<file path="src/rtl/mesm6_gpio_irq.sv">
// GPIO peripheral for the MESM-6 data bus: debounced inputs with rise/fall edge
// interrupts (enable/mask/pending) and NOUT outputs with atomic set/clear.
module mesm6_gpio_irq #(
    parameter int NIN             = 10,
    parameter int NOUT            = 32,
    parameter int DEBOUNCE_CYCLES = 10000,
    parameter int SYNC_STAGES     = 2
) (
    input  logic            clk,
    input  logic            reset,
    input  logic [14:0]     i_addr,
    input  logic            i_read,
    input  logic            i_write,
    input  logic [47:0]     i_data,
    output logic [47:0]     o_data,
    output logic            o_done,
    output logic            o_irq,
    input  logic [NIN-1:0]  i_pins,
    output logic [NOUT-1:0] o_pins
);

    localparam int            CW       = $clog2(DEBOUNCE_CYCLES) + 1;
    localparam logic [CW-1:0] CNT_LAST = CW'(DEBOUNCE_CYCLES - 1);

    logic [NIN-1:0]  r_sync [SYNC_STAGES];
    logic [NIN-1:0]  r_stable;
    logic [NIN-1:0]  w_stable_next;
    logic [NIN-1:0]  w_event;
    logic [NOUT-1:0] r_out;
    logic [NOUT-1:0] w_out_next;
    logic [NIN-1:0]  r_mask, r_rise_en, r_fall_en, r_pend;
    logic [NIN-1:0]  w_mask_next, w_rise_en_next, w_fall_en_next, w_pend_next;
    logic [NIN-1:0]  w_w1c;
    logic [47:0]     w_rdata;
    logic [2:0]      w_sel;

    assign w_sel  = i_addr[2:0];
    assign o_pins = r_out;

    genvar gi;
    generate
        for (gi = 0; gi < SYNC_STAGES; gi++) begin : g_sync
            always_ff @(posedge clk) begin
                if (!reset)
                    r_sync[gi] <= '0;
                else if (gi == 0)
                    r_sync[gi] <= i_pins;
                else
                    r_sync[gi] <= r_sync[(gi == 0) ? 0 : gi - 1];
            end
        end

        for (gi = 0; gi < NIN; gi++) begin : g_deb
            logic          w_s;
            logic [CW-1:0] r_cnt;

            assign w_s = r_sync[SYNC_STAGES-1][gi];

            // The counter only runs while the synchronised input disagrees with
            // the accepted value, so any shorter glitch resets it to zero.
            always_ff @(posedge clk) begin
                if (!reset)
                    r_cnt <= '0;
                else if (w_s == r_stable[gi] || r_cnt == CNT_LAST)
                    r_cnt <= '0;
                else
                    r_cnt <= r_cnt + CW'(1);
            end

            assign w_stable_next[gi] = (w_s != r_stable[gi] && r_cnt == CNT_LAST) ? w_s : r_stable[gi];
        end
    endgenerate

    assign w_event = (w_stable_next & ~r_stable & r_rise_en)
                   | (~w_stable_next & r_stable & r_fall_en);

    always_comb begin
        w_out_next     = r_out;
        w_mask_next    = r_mask;
        w_rise_en_next = r_rise_en;
        w_fall_en_next = r_fall_en;
        w_w1c          = '0;
        if (i_write) begin
            case (w_sel)
                3'd1: w_out_next     = i_data[NOUT-1:0];
                3'd2: w_out_next     = r_out | i_data[NOUT-1:0];
                3'd3: w_out_next     = r_out & ~i_data[NOUT-1:0];
                3'd4: w_mask_next    = i_data[NIN-1:0];
                3'd5: w_rise_en_next = i_data[NIN-1:0];
                3'd6: w_fall_en_next = i_data[NIN-1:0];
                3'd7: w_w1c          = i_data[NIN-1:0];
                default: ;
            endcase
        end
    end

    // A new event on a bit overrides a clear written in the same cycle.
    assign w_pend_next = (r_pend & ~w_w1c) | w_event;

    always_comb begin
        w_rdata = '0;
        if (i_read && !i_write) begin
            case (w_sel)
                3'd0: w_rdata = 48'(r_stable);
                3'd1: w_rdata = 48'(r_out);
                3'd4: w_rdata = 48'(r_mask);
                3'd5: w_rdata = 48'(r_rise_en);
                3'd6: w_rdata = 48'(r_fall_en);
                3'd7: w_rdata = 48'(r_pend);
                default: w_rdata = '0;
            endcase
        end
    end

    always_ff @(posedge clk) begin
        if (!reset) begin
            r_stable  <= '0;
            r_out     <= '0;
            r_mask    <= '0;
            r_rise_en <= '0;
            r_fall_en <= '0;
            r_pend    <= '0;
            o_irq     <= 1'b0;
            o_done    <= 1'b0;
            o_data    <= '0;
        end else begin
            r_stable  <= w_stable_next;
            r_out     <= w_out_next;
            r_mask    <= w_mask_next;
            r_rise_en <= w_rise_en_next;
            r_fall_en <= w_fall_en_next;
            r_pend    <= w_pend_next;
            o_irq     <= |(w_pend_next & w_mask_next);
            o_done    <= i_read | i_write;
            o_data    <= w_rdata;
        end
    end

endmodule

</file>
<file path="config.mk">
export PLATFORM = sky130hd
export DESIGN_NAME = mesm6_gpio_irq
export DESIGN_NICKNAME = d
export VERILOG_FILES = /design/src/rtl/mesm6_gpio_irq.sv
export SDC_FILE = /design/constraint.sdc
export NUM_CORES = 1
export LEC_CHECK = 0
export CAP_MARGIN = 30
export CORE_ASPECT_RATIO = 1.4
export CORE_UTILIZATION = 55
export DETAILED_ROUTE_END_ITERATION = 16
export HOLD_SLACK_MARGIN = 0.12
export PLACE_DENSITY = 0.8
export SYNTH_ARGS = -nofsm -noshare
export SYNTH_HDL_FRONTEND = slang
export SYNTH_SLANG_ARGS = --single-unit
</file>
<file path="constraint.sdc">
create_clock -name clk -period 2.7 [get_ports clk]
set_input_delay 0.54 -clock clk [delete_from_list [all_inputs] [get_ports clk]]
set_output_delay 0.54 -clock clk [all_outputs]
set_load 0.01 [all_outputs]
</file>
==> metrics.md <==
| Metric | Value |
|---|---|
| Final TNS setup | `0 ns` |
| Initial antenna violation count | `2` |
| Vias in the first global route | `9408` |
| Crit-path max cell delay | `~0.57 ns` |
| Core area | `0.02113 mm²` |
| Largest net degree at the start of global routing | `53` |
| RSZ-0062 raised after global routing | `no` |
| Post-CTS sizing | `0` |
| Clock Sinks | `286` |
| Die Y | `between 150 and 200 µm` |
| CTS buffer count | `27` |
| CP Class | `in -> reg` |
| Worst hold path type | `in -> reg` |
| Min cycle time layout | `between 2 and 2.5 ns` |
| Leak | `5.040 nW` |
| Warnings, synthesis | `0` |
| Die Area | `about 0.022 mm²` |
| CTS Hold Bufs | `0` |
| Layout cell share with drive strength beyond 1 | `0.06164` |
| Final worst-path cycle share | `0.8347` |
| Hold Path Sink | `o_done` |
| Max Cap Viol | `0` |
| # setup viols final | `0` |
| Reg2reg end | `o_irq` |
| Max-slew violation count | `0` |
| Final nets | `1527` |
| Design area | `around 0.014 mm²` |
| Synth-to-layout area growth | `20.40%` |
| Via count | `9327` |
| Worst VDD drop | `about 0.52 mV` |
| Post-synthesis sequential area ratio | `0.4857` |
| Dpl hpwl | `17310 µm` |
| Pwr/cell area | `618.2 mW/mm²` |
| Post-synth EDFFs | `0` |
| R2R depth | `7` |
| Most common cell after layout, fill and taps aside | `dfxtp_1` |
| Worst Path Required | `3.12 ns` |
| Flop-to-flop setup slack | `approximately 0.55 ns` |
| Area after DPL | `0.01323 mm²` |
| Buf/Inv on CP | `1` |
| H-tree levels | `1` |
| Drt drc | `0` |
| DR pass1 iterations | `5` |
| DR WL/cell | `between 10 and 15 µm` |
| Final Hold Vio Count | `0` |
| CP max stage cell | `clkdlybuf4s50_1` |
| Worst-path cell chain | `clkdlybuf4s50_1 -> and4_1 -> nand2_1 -> a2bb2oi_1 -> o22ai_1 -> or3_1 -> o31a_1` |
| Cell variety after synth | `50` |
| Actual slew at the worst max-slew pin | `about 0.65 ns` |
| Gr ovfl total | `0` |
| FFs w/ async S/R, synth | `0` |
| Headroom to the max-slew limit | `0.5649` |
| CP top delay family | `simple AND/OR/NAND/NOR gates` |
| Overall routing resource usage | `0.2332` |
| Worst clock skew | `between 0.009 and 0.01 ns` |
| Worst-path clk slew | `~0.060 ns` |
| Post-CTS Setup Inserts | `0` |
| Total power | `0.008775 W` |
| Flops & latches, synth | `286` |
| Hold Crit Depth | `2` |
| RePlAce Congestion | `0.8284` |
| Root Buffer | `clkbuf_16` |
| Iter 0 DRT Violations | `448` |
| CTS Buffer Depth | `3` |
| Port bufs | `114` |
| Mapped Avg Cell Area | `8.897 µm²` |
| Initial core utilization | `0.5580` |
| WL final | `roughly 25000 µm` |
| Chip Width | `125.7 µm` |
| Antenna-violating nets left | `0` |
| Crit Path Max Fanout | `7` |
| Vias per inst | `5.420` |
| Reg2reg start | `g_deb[1].r_cnt[0]` |
| Hold_sp | `reset` |
| Crit path capture type | `flop` |
| Prevailing post-synth register cell | `dfxtp_1` |
| Fmax | `443.7 MHz` |
| Status | `finished clean` |
| Core Rows | `63` |
| Post-Syn Area | `0.01179 mm²` |
| Worst Setup Start Kind | `input pin` |
| Critical Path AT | `2.67 ns` |
| I/O pins | `around 160` |
| Worst-skew pair later-pin latency | `0.54 ns` |
| Most frequent cells in the layout | `286 x dfxtp_1, 206 x nor2_1, 129 x nand2_1` |
| Gate Count Post-Synth | `between 1000 and 1500` |
| Hold Slack | `0.4178 ns` |
| CTS tree | `built` |
| First-pass GRT wire length | `around 43000 µm` |
==> power breakdown <==
part / internal (W) / switching, W / leakage, nW
sequential: 0.00427 / 0.0000336 / 2.31
combinational: 0.000198 / 0.000216 / 2.26
clock: 0.00243 / 0.00163 / 0.466
==> flip-flops by register name (all words and copies together), names as in the netlist <==
register and count:
g_deb.r_cnt 150, o_data 32, o_pins 32, r_sync 20, r_fall_en 10, r_mask 10
r_pend 10, r_rise_en 10, r_stable 10, o_done 1, o_irq 1
==> cells in the mapped netlist, drive strengths merged (8+ instances only) <==
master / number / area share
and2: 43 / 0.023
mux2: 9 / 0.0086
nor4b: 10 / 0.0074
nor2b: 33 / 0.018
xnor2: 62 / 0.046
a21oi: 24 / 0.010
dfxtp: 286 / 0.49
and3: 47 / 0.025
nor4: 8 / 0.0042
a21boi: 52 / 0.033
nand3: 128 / 0.054
nand3b: 8 / 0.0051
buf: 28 / 0.015
inv: 19 / 0.0060
mux2i: 23 / 0.020
nand2: 129 / 0.041
xor2: 77 / 0.057
ha: 10 / 0.011
clkbuf: 41 / 0.013
nand4: 15 / 0.0080
nor2: 206 / 0.066
==> worst max-delay path by stage <==
stage / from / endpoint / slack, ns / depth (start not counted)
after floorplan: i_write / o_irq / 0.58 / 7
after global placement: i_addr[2] / o_irq / -0.01 / 7
after detailed placement: i_addr[2] / o_irq / -0.03 / 7
after CTS: i_addr[2] / o_irq / 0.49 / 7
after global routing: i_addr[0] / r_rise_en[9] / 0.35 / 6
final: i_addr[2] / o_irq / 0.45 / 7
==> per-layer routing <==
metal  track usage  part of all wire  vias to the layer above
li1              -                 -                     4642
met1        0.2586              0.41                     4352
met2        0.4340              0.50                      267
met3       0.04287             0.059                       66
met4       0.09588             0.033                        0
met5             0                 0                        -
==> per-stage QoR <==
stage | setup WS [ns] | utilization | cells
detailed placement | -0.02806 | 0.6260 | 1671
CTS | 0.4911 | 0.6718 | 1720
finish | 0.4462 | 0.6719 | 1721
global placement | -0.01432 | 0.6260 | 1671
floorplan | 0.5834 | - | 1340
global route | 0.3499 | 0.6719 | 1721
==> kinds of logic (layout without fill, tap and decap cells) <==
| logic type | Yosys count | in the layout | synth area share |
|---|---|---|---|
| compound gates | 117 | 117 | 0.06962 |
| xor+xnor | 139 | 139 | 0.1033 |
| fa+ha+maj | 10 | 10 | 0.01061 |
| buf+inv | 89 | 209 | 0.03418 |
| flops | 286 | 286 | 0.4857 |
| mux | 33 | 33 | 0.03004 |
| other cells | 1 | 17 | 0.0003181 |
| simple gates | 650 | 650 | 0.2663 |
==> layout make-up <==
type	count	area (µm²)
Fill cell	1668	6932
Multi-Input combinational cell	965	5728
Sequential cell	286	5725
Timing Repair Buffer	140	1371
Clock buffer	32	734.5
Tap cell	260	325.3
Clock inverter	17	231.5
Inverter	20	75.07
Antenna cell	1	2.502
==> worst reg2reg max path, cell delays in order (launching register included) <==
cell       delay (ns)
dfxtp_1          0.34
ha_1             0.23
and3_1           0.24
nand4_1          0.23
a2bb2oi_1        0.25
o22ai_1          0.12
or3_1            0.39
o31a_1           0.23
No activity file was read; power rests on OpenSTA's default activity.
